--- config.mk ---
export PLATFORM = sky130hd
export DESIGN_NAME = keypad_responder_flat
export DESIGN_NICKNAME = d
export VERILOG_FILES = /design/src/rtl/keypad_responder_if.sv /design/src/rtl/keypad_responder.sv /design/src/flat_wrapper.sv
export SDC_FILE = /design/constraint.sdc
export NUM_CORES = 1
export LEC_CHECK = 0
export ABC_AREA = 1
export CAP_MARGIN = 30
export CORE_MARGIN = 2
export CORE_UTILIZATION = 45
export CTS_BUF_LIST = sky130_fd_sc_hd__clkbuf_8 sky130_fd_sc_hd__clkbuf_16
export CTS_CLUSTER_SIZE = 28
export DETAILED_ROUTE_END_ITERATION = 10
export HOLD_SLACK_MARGIN = 0.03
export PLACE_DENSITY = 0.68
export SKIP_LAST_GASP = 1
export SYNTH_ARGS = -nofsm -noshare
export SYNTH_HDL_FRONTEND = slang
export SYNTH_SLANG_ARGS = --single-unit
export TNS_END_PERCENT = 20
--- constraint.sdc ---
create_clock -name clk -period 1.7 [get_ports clk]
set_input_delay 0.17 -clock clk [delete_from_list [all_inputs] [get_ports clk]]
set_output_delay 0.17 -clock clk [all_outputs]
set_load 0.01 [all_outputs]
--- src/rtl/keypad_responder_if.sv ---
// Bus between a keypad scanner/requester and keypad_responder.
//
// Handshake: a request transfers on a rising clk edge where req_valid and
// req_ready are both high. req_valid may be raised at any time. Once raised,
// req_valid/req_key should be held until the transfer edge. req_ready never
// depends on req_valid.
//
// Signals
//   req_valid   requester -> responder  key-press request valid
//   req_key     requester -> responder  key code (0-9 digit, 10 '*', 11 '#')
//   req_ready   responder -> requester  high only while idle
//   key_col     scanner   -> responder  column strobe, one-hot or 000
//   key_row     responder -> scanner    emulated row return lines
//   busy        responder -> requester  high whenever not idle
//   done        responder -> requester  1-cycle pulse, press/release complete
//   err_timeout responder -> requester  1-cycle pulse, column never strobed
//   err_badkey  responder -> requester  1-cycle pulse, key code > 11 accepted
//   dbg_state   responder -> observer   current FSM state encoding
interface keypad_responder_if;
  logic       req_valid;
  logic [3:0] req_key;
  logic       req_ready;
  logic [2:0] key_col;
  logic [3:0] key_row;
  logic       busy;
  logic       done;
  logic       err_timeout;
  logic       err_badkey;
  logic [1:0] dbg_state;

  modport master (
    output req_valid, req_key, key_col,
    input  req_ready, key_row, busy, done, err_timeout, err_badkey, dbg_state
  );

  modport slave (
    input  req_valid, req_key, key_col,
    output req_ready, key_row, busy, done, err_timeout, err_badkey, dbg_state
  );
endinterface

--- src/rtl/keypad_responder.sv ---
// keypad_responder: emulates one key of a 3x4 matrix keypad being pressed.
// An accepted key code is mapped to a (column, row) pair. The block waits
// for the scanner to strobe that column, then returns the row bit while the
// column is strobed for HOLD_CYCLES clocks. It then keeps all rows low for
// RELEASE_CYCLES clocks and pulses done.
//
// Parameters
//   HOLD_CYCLES     cycles the key stays pressed once its column is strobed
//   RELEASE_CYCLES  cycles of all-rows-low after the press, before done
//   TIMEOUT_CYCLES  maximum cycles spent waiting for the column strobe
// Ports
//   clk  system clock
//   rst  asynchronous, active-high reset
//   bus  keypad_responder_if.slave (request handshake, scanner lines, status)
module keypad_responder #(
  parameter int HOLD_CYCLES    = 50000,
  parameter int RELEASE_CYCLES = 25000,
  parameter int TIMEOUT_CYCLES = 1000000
) (
  input logic               clk,
  input logic               rst,
  keypad_responder_if.slave bus
);

  typedef enum logic [1:0] {
    S_IDLE     = 2'd0,
    S_WAIT_COL = 2'd1,
    S_PRESS    = 2'd2,
    S_RELEASE  = 2'd3
  } state_t;

  // Terminal counts. The counter is cleared on every state entry and stops
  // at these values, so it never wraps inside a state.
  localparam logic [19:0] HOLD_LAST    = 20'(HOLD_CYCLES - 1);
  localparam logic [19:0] RELEASE_LAST = 20'(RELEASE_CYCLES - 1);
  localparam logic [19:0] TIMEOUT_LAST = 20'(TIMEOUT_CYCLES - 1);

  state_t      r_state;
  logic [19:0] r_cnt;
  logic [2:0]  r_col;
  logic [3:0]  r_row;
  logic        r_done;
  logic        r_err_timeout;
  logic        r_err_badkey;

  logic        w_accept;
  logic        w_key_ok;
  logic        w_col_match;
  logic [2:0]  w_map_col;
  logic [3:0]  w_map_row;

  // Keypad matrix: columns left-to-right 001/010/100, rows top-to-bottom
  // 0001/0010/0100/1000.
  always_comb begin
    w_map_col = 3'b000;
    w_map_row = 4'b0000;
    w_key_ok  = 1'b1;
    case (bus.req_key)
      4'd1:    begin w_map_col = 3'b001; w_map_row = 4'b0001; end
      4'd2:    begin w_map_col = 3'b010; w_map_row = 4'b0001; end
      4'd3:    begin w_map_col = 3'b100; w_map_row = 4'b0001; end
      4'd4:    begin w_map_col = 3'b001; w_map_row = 4'b0010; end
      4'd5:    begin w_map_col = 3'b010; w_map_row = 4'b0010; end
      4'd6:    begin w_map_col = 3'b100; w_map_row = 4'b0010; end
      4'd7:    begin w_map_col = 3'b001; w_map_row = 4'b0100; end
      4'd8:    begin w_map_col = 3'b010; w_map_row = 4'b0100; end
      4'd9:    begin w_map_col = 3'b100; w_map_row = 4'b0100; end
      4'd10:   begin w_map_col = 3'b001; w_map_row = 4'b1000; end
      4'd0:    begin w_map_col = 3'b010; w_map_row = 4'b1000; end
      4'd11:   begin w_map_col = 3'b100; w_map_row = 4'b1000; end
      default: w_key_ok = 1'b0;
    endcase
  end

  assign w_accept    = bus.req_valid && (r_state == S_IDLE);
  assign w_col_match = (bus.key_col == r_col);

  always_ff @(posedge clk or posedge rst) begin
    if (rst) begin
      r_state       <= S_IDLE;
      r_cnt         <= 20'd0;
      r_col         <= 3'b000;
      r_row         <= 4'b0000;
      r_done        <= 1'b0;
      r_err_timeout <= 1'b0;
      r_err_badkey  <= 1'b0;
    end else begin
      // Status flags are single-cycle pulses unless re-raised below.
      r_done        <= 1'b0;
      r_err_timeout <= 1'b0;
      r_err_badkey  <= 1'b0;
      case (r_state)
        S_IDLE: begin
          if (w_accept) begin
            if (w_key_ok) begin
              r_col   <= w_map_col;
              r_row   <= w_map_row;
              r_cnt   <= 20'd0;
              r_state <= S_WAIT_COL;
            end else begin
              // Unknown code: report it, keep waiting for a usable request.
              r_err_badkey <= 1'b1;
            end
          end
        end
        S_WAIT_COL: begin
          // A strobe on the final wait cycle still counts as a match.
          if (w_col_match) begin
            r_cnt   <= 20'd0;
            r_state <= S_PRESS;
          end else if (r_cnt == TIMEOUT_LAST) begin
            r_cnt         <= 20'd0;
            r_err_timeout <= 1'b1;
            r_state       <= S_IDLE;
          end else begin
            r_cnt <= r_cnt + 20'd1;
          end
        end
        S_PRESS: begin
          // Hold time is wall-clock, independent of what key_col does.
          if (r_cnt == HOLD_LAST) begin
            r_cnt   <= 20'd0;
            r_state <= S_RELEASE;
          end else begin
            r_cnt <= r_cnt + 20'd1;
          end
        end
        S_RELEASE: begin
          if (r_cnt == RELEASE_LAST) begin
            r_cnt   <= 20'd0;
            r_done  <= 1'b1;
            r_state <= S_IDLE;
          end else begin
            r_cnt <= r_cnt + 20'd1;
          end
        end
        default: begin
          r_cnt   <= 20'd0;
          r_state <= S_IDLE;
        end
      endcase
    end
  end

  // Row return is combinational so the scanner sees the key in the same
  // cycle it strobes the column. r_row is one-hot by construction. Reset
  // forces r_state to idle asynchronously, which drops the row at once.
  assign bus.key_row     = ((r_state == S_PRESS) && w_col_match) ? r_row : 4'b0000;
  assign bus.req_ready   = (r_state == S_IDLE);
  assign bus.busy        = (r_state != S_IDLE);
  assign bus.done        = r_done;
  assign bus.err_timeout = r_err_timeout;
  assign bus.err_badkey  = r_err_badkey;
  assign bus.dbg_state   = r_state;

endmodule

--- src/flat_wrapper.sv ---
// flat-port wrapper written by rule: the top's interface ports become plain ports
module keypad_responder_flat 
#(
  parameter int HOLD_CYCLES    = 50000,
  parameter int RELEASE_CYCLES = 25000,
  parameter int TIMEOUT_CYCLES = 1000000
)
  (clk, rst, bus_req_valid, bus_req_key, bus_key_col, bus_req_ready, bus_key_row, bus_busy, bus_done, bus_err_timeout, bus_err_badkey, bus_dbg_state);
  keypad_responder_if bus_i ();
  input logic clk;
  input logic rst;
  input wire logic [$bits(bus_i.req_valid)-1:0] bus_req_valid;
  input wire logic [$bits(bus_i.req_key)-1:0] bus_req_key;
  input wire logic [$bits(bus_i.key_col)-1:0] bus_key_col;
  output wire logic [$bits(bus_i.req_ready)-1:0] bus_req_ready;
  output wire logic [$bits(bus_i.key_row)-1:0] bus_key_row;
  output wire logic [$bits(bus_i.busy)-1:0] bus_busy;
  output wire logic [$bits(bus_i.done)-1:0] bus_done;
  output wire logic [$bits(bus_i.err_timeout)-1:0] bus_err_timeout;
  output wire logic [$bits(bus_i.err_badkey)-1:0] bus_err_badkey;
  output wire logic [$bits(bus_i.dbg_state)-1:0] bus_dbg_state;
  assign bus_i.req_valid = bus_req_valid;
  assign bus_i.req_key = bus_req_key;
  assign bus_i.key_col = bus_key_col;
  assign bus_req_ready = bus_i.req_ready;
  assign bus_key_row = bus_i.key_row;
  assign bus_busy = bus_i.busy;
  assign bus_done = bus_i.done;
  assign bus_err_timeout = bus_i.err_timeout;
  assign bus_err_badkey = bus_i.err_badkey;
  assign bus_dbg_state = bus_i.dbg_state;
  keypad_responder #(.HOLD_CYCLES(HOLD_CYCLES), .RELEASE_CYCLES(RELEASE_CYCLES), .TIMEOUT_CYCLES(TIMEOUT_CYCLES)) u_core (.clk(clk), .rst(rst), .bus(bus_i));
endmodule
# Word-level counts from Yosys, hierarchy flattened
# Cells that the tools add are included.
# classes
n_mux,26
eq_ne,23
reduce_logical,16
n_lt_le_gt_ge,0
multipliers,0
n_bitwise,0
div,0
addsub,1
shifts,0
# ops
cell,n
$mux W20,6
$pmux W20 S4,1
$add A20 B1 Y20 const B,1
$eq A20 B15 Y1 const B,1
$eq A20 B16 Y1 const B,1
$eq A20 B20 Y1 const B,1
$eq A4 B3 Y1 const B,4
$eq A4 B4 Y1 const B,4
$pmux W4 S4,1
$mux W2,6
$reduce_or A12 Y1,1
$reduce_or A3 Y1,4
$reduce_or A4 Y1,3
$mux W1,9
$pmux W3 S3,1
$eq A4 B2 Y1 const B,2
$ne A2 B1 Y1 const B,4
$pmux W2 S4,1
$reduce_and A5 Y1,1
$eq A2 B2 Y1 const B,2
$eq A4 B1 Y1 const B,1
$logic_not A4 Y1,1
$mux W4,1
$eq A3 B3 Y1,1
other kinds (7),8
# word_totals
ff_bits,32
out_inout_bits,11
latch_bits,0
ramBits,0
memories,0
rom_bits,0

# Logic depth before layout (Yosys ltp)
# depth
depth_word,6
depth_mapped,12

# Worst setup path after synthesis
# No wires, ideal clock.
# synth_path
path_kind,reg2reg
start,reg u_core.r_cnt[0]
end,reg u_core.r_cnt[14]
stages_incl_launch_ff,10
period_less_slack_ns,1.575
setup_ns,0.133
n_path_buf,1
arrival_ns,1.442
setup_slack_ns,0.125
path_cell_list,dfrtp_1 -> ha_1 -> nand2_2 -> nor2_2 -> nand3_1 -> nor2_2 -> nor2_2 -> nor2_4 -> buf_6 -> o22ai_1
# synth_via
elab_chain_cells,4
elab_cells_between_ends,9
classes_between,1 x add/sub; 3 x eq/ne; 5 x mux
# synth_lines
element,line_no,rtl
start: declaration,keypad_responder.sv:39,logic [19:0] r_cnt;
start signal: assignment,keypad_responder.sv:116,r_cnt <= r_cnt + 20'd1;
start signal: assignment,keypad_responder.sv:125,r_cnt <= r_cnt + 20'd1;
start signal: assignment,keypad_responder.sv:134,r_cnt <= r_cnt + 20'd1;
$add A20 B1 Y20 or $eq A20 B20 Y1 (tied branches),n/a,
$mux W20,keypad_responder.sv:111,end else if (r_cnt == TIMEOUT_LAST) begin
$mux W20,keypad_responder.sv:108,if (w_col_match) begin
$pmux W20 S4 *,keypad_responder.sv:92,case (r_state)
# Mark *: on every way between the ends. The rest lies on a longest branch, timed or not.
# A chain may end at the register's enable or synchronous reset.

# Final worst setup path
# layout_path
start,reg u_core.r_col[0]
end,out bus_key_row[3]
# layout_via
elab_chain_cells,3
# layout_lines
element,line_no,rtl
start: declaration,keypad_responder.sv:40,logic [2:0] r_col;
start signal: assignment,keypad_responder.sv:96,r_col <= w_map_col;
$eq A3 B3 Y1,keypad_responder.sv:76,assign w_col_match = (bus.key_col == r_col);
$logic_and A1 B1 Y1,keypad_responder.sv:148,assign bus.key_row = ((r_state == S_PRESS) && w_col_match) ? r_row : 4'b0000;
$mux W4,keypad_responder.sv:148,
end: declaration,flat_wrapper.sv:16,output wire logic [$bits(bus_i.key_row)-1:0] bus_key_row;
# Every way passes these cells.

==> out/results.txt <==
Final hold viol count -> 0
Dpl ws -> -258 ps
Finish-stage setup viols -> 3
H-tree Lvls -> 2
Register area share after synthesis -> 39.7%
R2R cell count -> 11
Core Box Area -> 4320 µm²
WS Path Type -> reg2out
Final non-filler cell total -> 391
Max-cap violations -> 0
TritonCTS clock tree -> built
Filler cell count in the final layout -> 400
Distinct cells, synth -> 29
Crit-path max FO -> 4
Detail Placement HPWL -> 3730 µm
Startpoint types -> flop
P&R area growth vs syn -> 31.0%
First-pass GRT wire length -> 8500 µm
RD Place Congestion -> 0.894
Initial antenna violation count -> 0
Post-route DRC -> 0
Worst Path Arrival -> 1550 ps
Setup WS post-layout -> -16.1 ps
Clock sinks -> 32
Effective utilization at floorplan -> 46.6%
Gr usage total -> 21.4%
Slew @ Worst Pin -> 443 ps
Synth Net Count -> 296
Routed WL -> 5030 µm
Die H -> 70.9 µm
Status -> finished, violations left
Clk slew on worst S/H paths -> 60 ps
CP required -> 1530 ps
Antenna Nets Post-Route -> 0
Vias in the first global route -> 1851
Yosys Warn Count -> 0
Rows -> 24
Via density -> 5.08
Number of I/O port buffers -> 20
Share of layout cells above drive strength 1 -> 17.7%
Fin crit share -> 101%
Nets@finish -> 349
Avg Synthesized Cell Area -> 7.07 µm²
Antenna cells -> 0
Ys async rst share -> 100%
VDD IR max -> 0.536 mV
Min cycle time layout -> 1720 ps
Min Hold Slack -> 267 ps
Synth area leaders -> dfrtp_1 (40%), nand2_1 (12%), inv_1 (8.8%)
Pin count of the biggest net entering global routing -> 33
TritonCTS Buffers -> 5
Pwr Total -> 3.01 mW
TritonRoute pass-1 iters -> 4
GR Overflow Total -> 0
WL/cell -> 12.9 µm
Post-Syn Area -> 2020 µm²
Area of the multi-input gates -> 1050 µm²
Clock Tree Root -> clkbuf_8
Reg area -> 805 µm²
Die Area -> 5030 µm²
Detailed Route Iter0 Violations -> 93
Fmax -> 0.583 GHz
Max Buffers Root-to-Sink -> 2
DR vias -> 1985
Slew margin rel. -> 70.4%
Largest area contributor in the netlist -> dfrtp_1
Power per cell area -> 1140 nW/µm²
#FFs+latches synth -> 32
I/O pin cnt -> 21
Final Max Tran Viols -> 0
Synth Flop Type -> dfrtp_1
DIE WIDTH -> 70.9 µm
Final Skew -> 5.22 ps
Cell count after synthesis -> 285
DP Cell Count -> 382
Hold crit path type -> in2async
RSZ-0062 raised after global routing -> yes
TNS Setup -> -28.2 ps
Leakage Power -> 1.24 nW
Synth top area share -> 39.7%
Clk Latency, worst-skew pair -> 290 ps
Failing checks -> negative setup slack
Post-synth EDFFs -> 0
CP endpoint kind -> output pin
-- routing by layer --
metal	part of all wire (%)	global-route usage, %	vias to the layer above
li1	-	-	1016
met1	46	28.5	918
met2	49	35.6	44
met3	4.1	4.42	7
met4	1.2	5.87	0
met5	0	0	-
-- what timing repair did --
action | in CTS | in global routing
hold buffers | 0 | 0
setup buffers | 1 | 0
cloned | 0 | 0
resized for setup | 9 | 14
pin swaps | 1 | 0
setup endpoints to repair | 12 | 32
-- logic make-up (layout without fill, tap and decap cells) --
group,after synthesis,in the layout,synth area share [%]
buf+inv,51,105,9.93
mux,1,1,0.497
simple gates,155,155,34.3
compound gates,31,31,8.88
flops,32,32,39.7
xor+xnor,14,14,6.08
fa+ha+maj,1,1,0.621
-- power breakdown --
| part | internal [mW] | total, mW | switching [mW] |
|---|---|---|---|
| Clock | 0.429 | 0.719 | 0.290 |
| Combinational | 0.580 | 1.28 | 0.700 |
| Sequential | 0.899 | 1.01 | 0.110 |
| Total | 1.91 | 3.01 | 1.10 |
-- sequential cells by signal (all words and copies together), names as in the netlist, named ones only --
| name | flops |
|---|---|
| u_core.bus.dbg_state | 1 |
| u_core.r_row | 4 |
| u_core.r_col | 3 |
| u_core.r_cnt | 20 |
| u_core.bus.err_timeout | 1 |
| u_core.bus.done | 1 |
| u_core.bus.err_badkey | 1 |
-- critical path, stage by stage, from the launching register on --
cell and delay (ps):
dfrtp_1 400, xnor2_1 190, nand3_1 110, inv_1 90
nand2_2 90, nor2_1 100, dlygate4sd2_1 270
-- synthesized netlist by cell type (3+ instances only) --
master / n
nand2_2: 3
o21ai_0: 15
nor2_4: 3
nor2_2: 5
xor2_1: 10
nor3_1: 5
o22ai_1: 10
inv_1: 47
nand4_1: 5
nand3_1: 28
xnor2_1: 4
nand2_1: 67
dfrtp_1: 32
nor2_1: 36
-- path summary, 6_finish.rpt --
path	start	to	slack [ps]
setup / recovery	u_core.r_col[0]$_DFFE_PP0P_	bus_key_row[3]	-20
hold / removal	rst	u_core.r_row[3]$_DFFE_PP0P_	270
setup reg to reg	u_core.r_cnt[1]$_DFFE_PP0P_	u_core.r_cnt[17]$_DFFE_PP0P_	50
hold reg to reg	u_core.r_col[2]$_DFFE_PP0P_	u_core.r_col[2]$_DFFE_PP0P_	540
max in group asynchronous	rst	u_core.r_cnt[12]$_DFFE_PP0P_	1110
min in group clk	bus_req_valid	u_core.bus.err_badkey$_DFF_PP0_	440
-- cell type report --
type,instances,share of cell area (%)
Clock buffer,5,2.61
Clock inverter,3,1.47
Sequential cell,32,30.5
Tap cell,52,2.46
Multi-Input combinational cell,202,39.9
Timing Repair Buffer,49,16.2
Inverter,48,6.82
-- cell usage in the layout, fill, tap and decap left out, types with 2 or more instances in the layout --
cell type         n
o21ai_0          15
nor2_1           33
inv_1            47
nand2_1          65
clkbuf_8          5
dfrtp_2           3
inv_2             2
nor2_2            6
nor2_4            5
o22ai_1          10
nand2_2           4
nand4_1           5
dfrtp_1          29
xor2_1           10
xnor2_1           4
nor3_1            5
buf_4            28
clkdlybuf4s50_1  15
dlygate4sd2_1     2
clkdlybuf4s15_1   2
nand3_1          28
-- per-stage QoR --
| step | instance area (µm²) | util [%] |
|---|---|---|
| after detailed placement | 2480 | 57.4 |
| final | 2640 | 61.1 |
| after global placement | 2480 | 57.4 |
| after global routing | 2640 | 61.1 |
| after floorplan | 2020 | - |
| after CTS | 2600 | 60.1 |
Note: power is estimated with default switching activity, not from simulation.
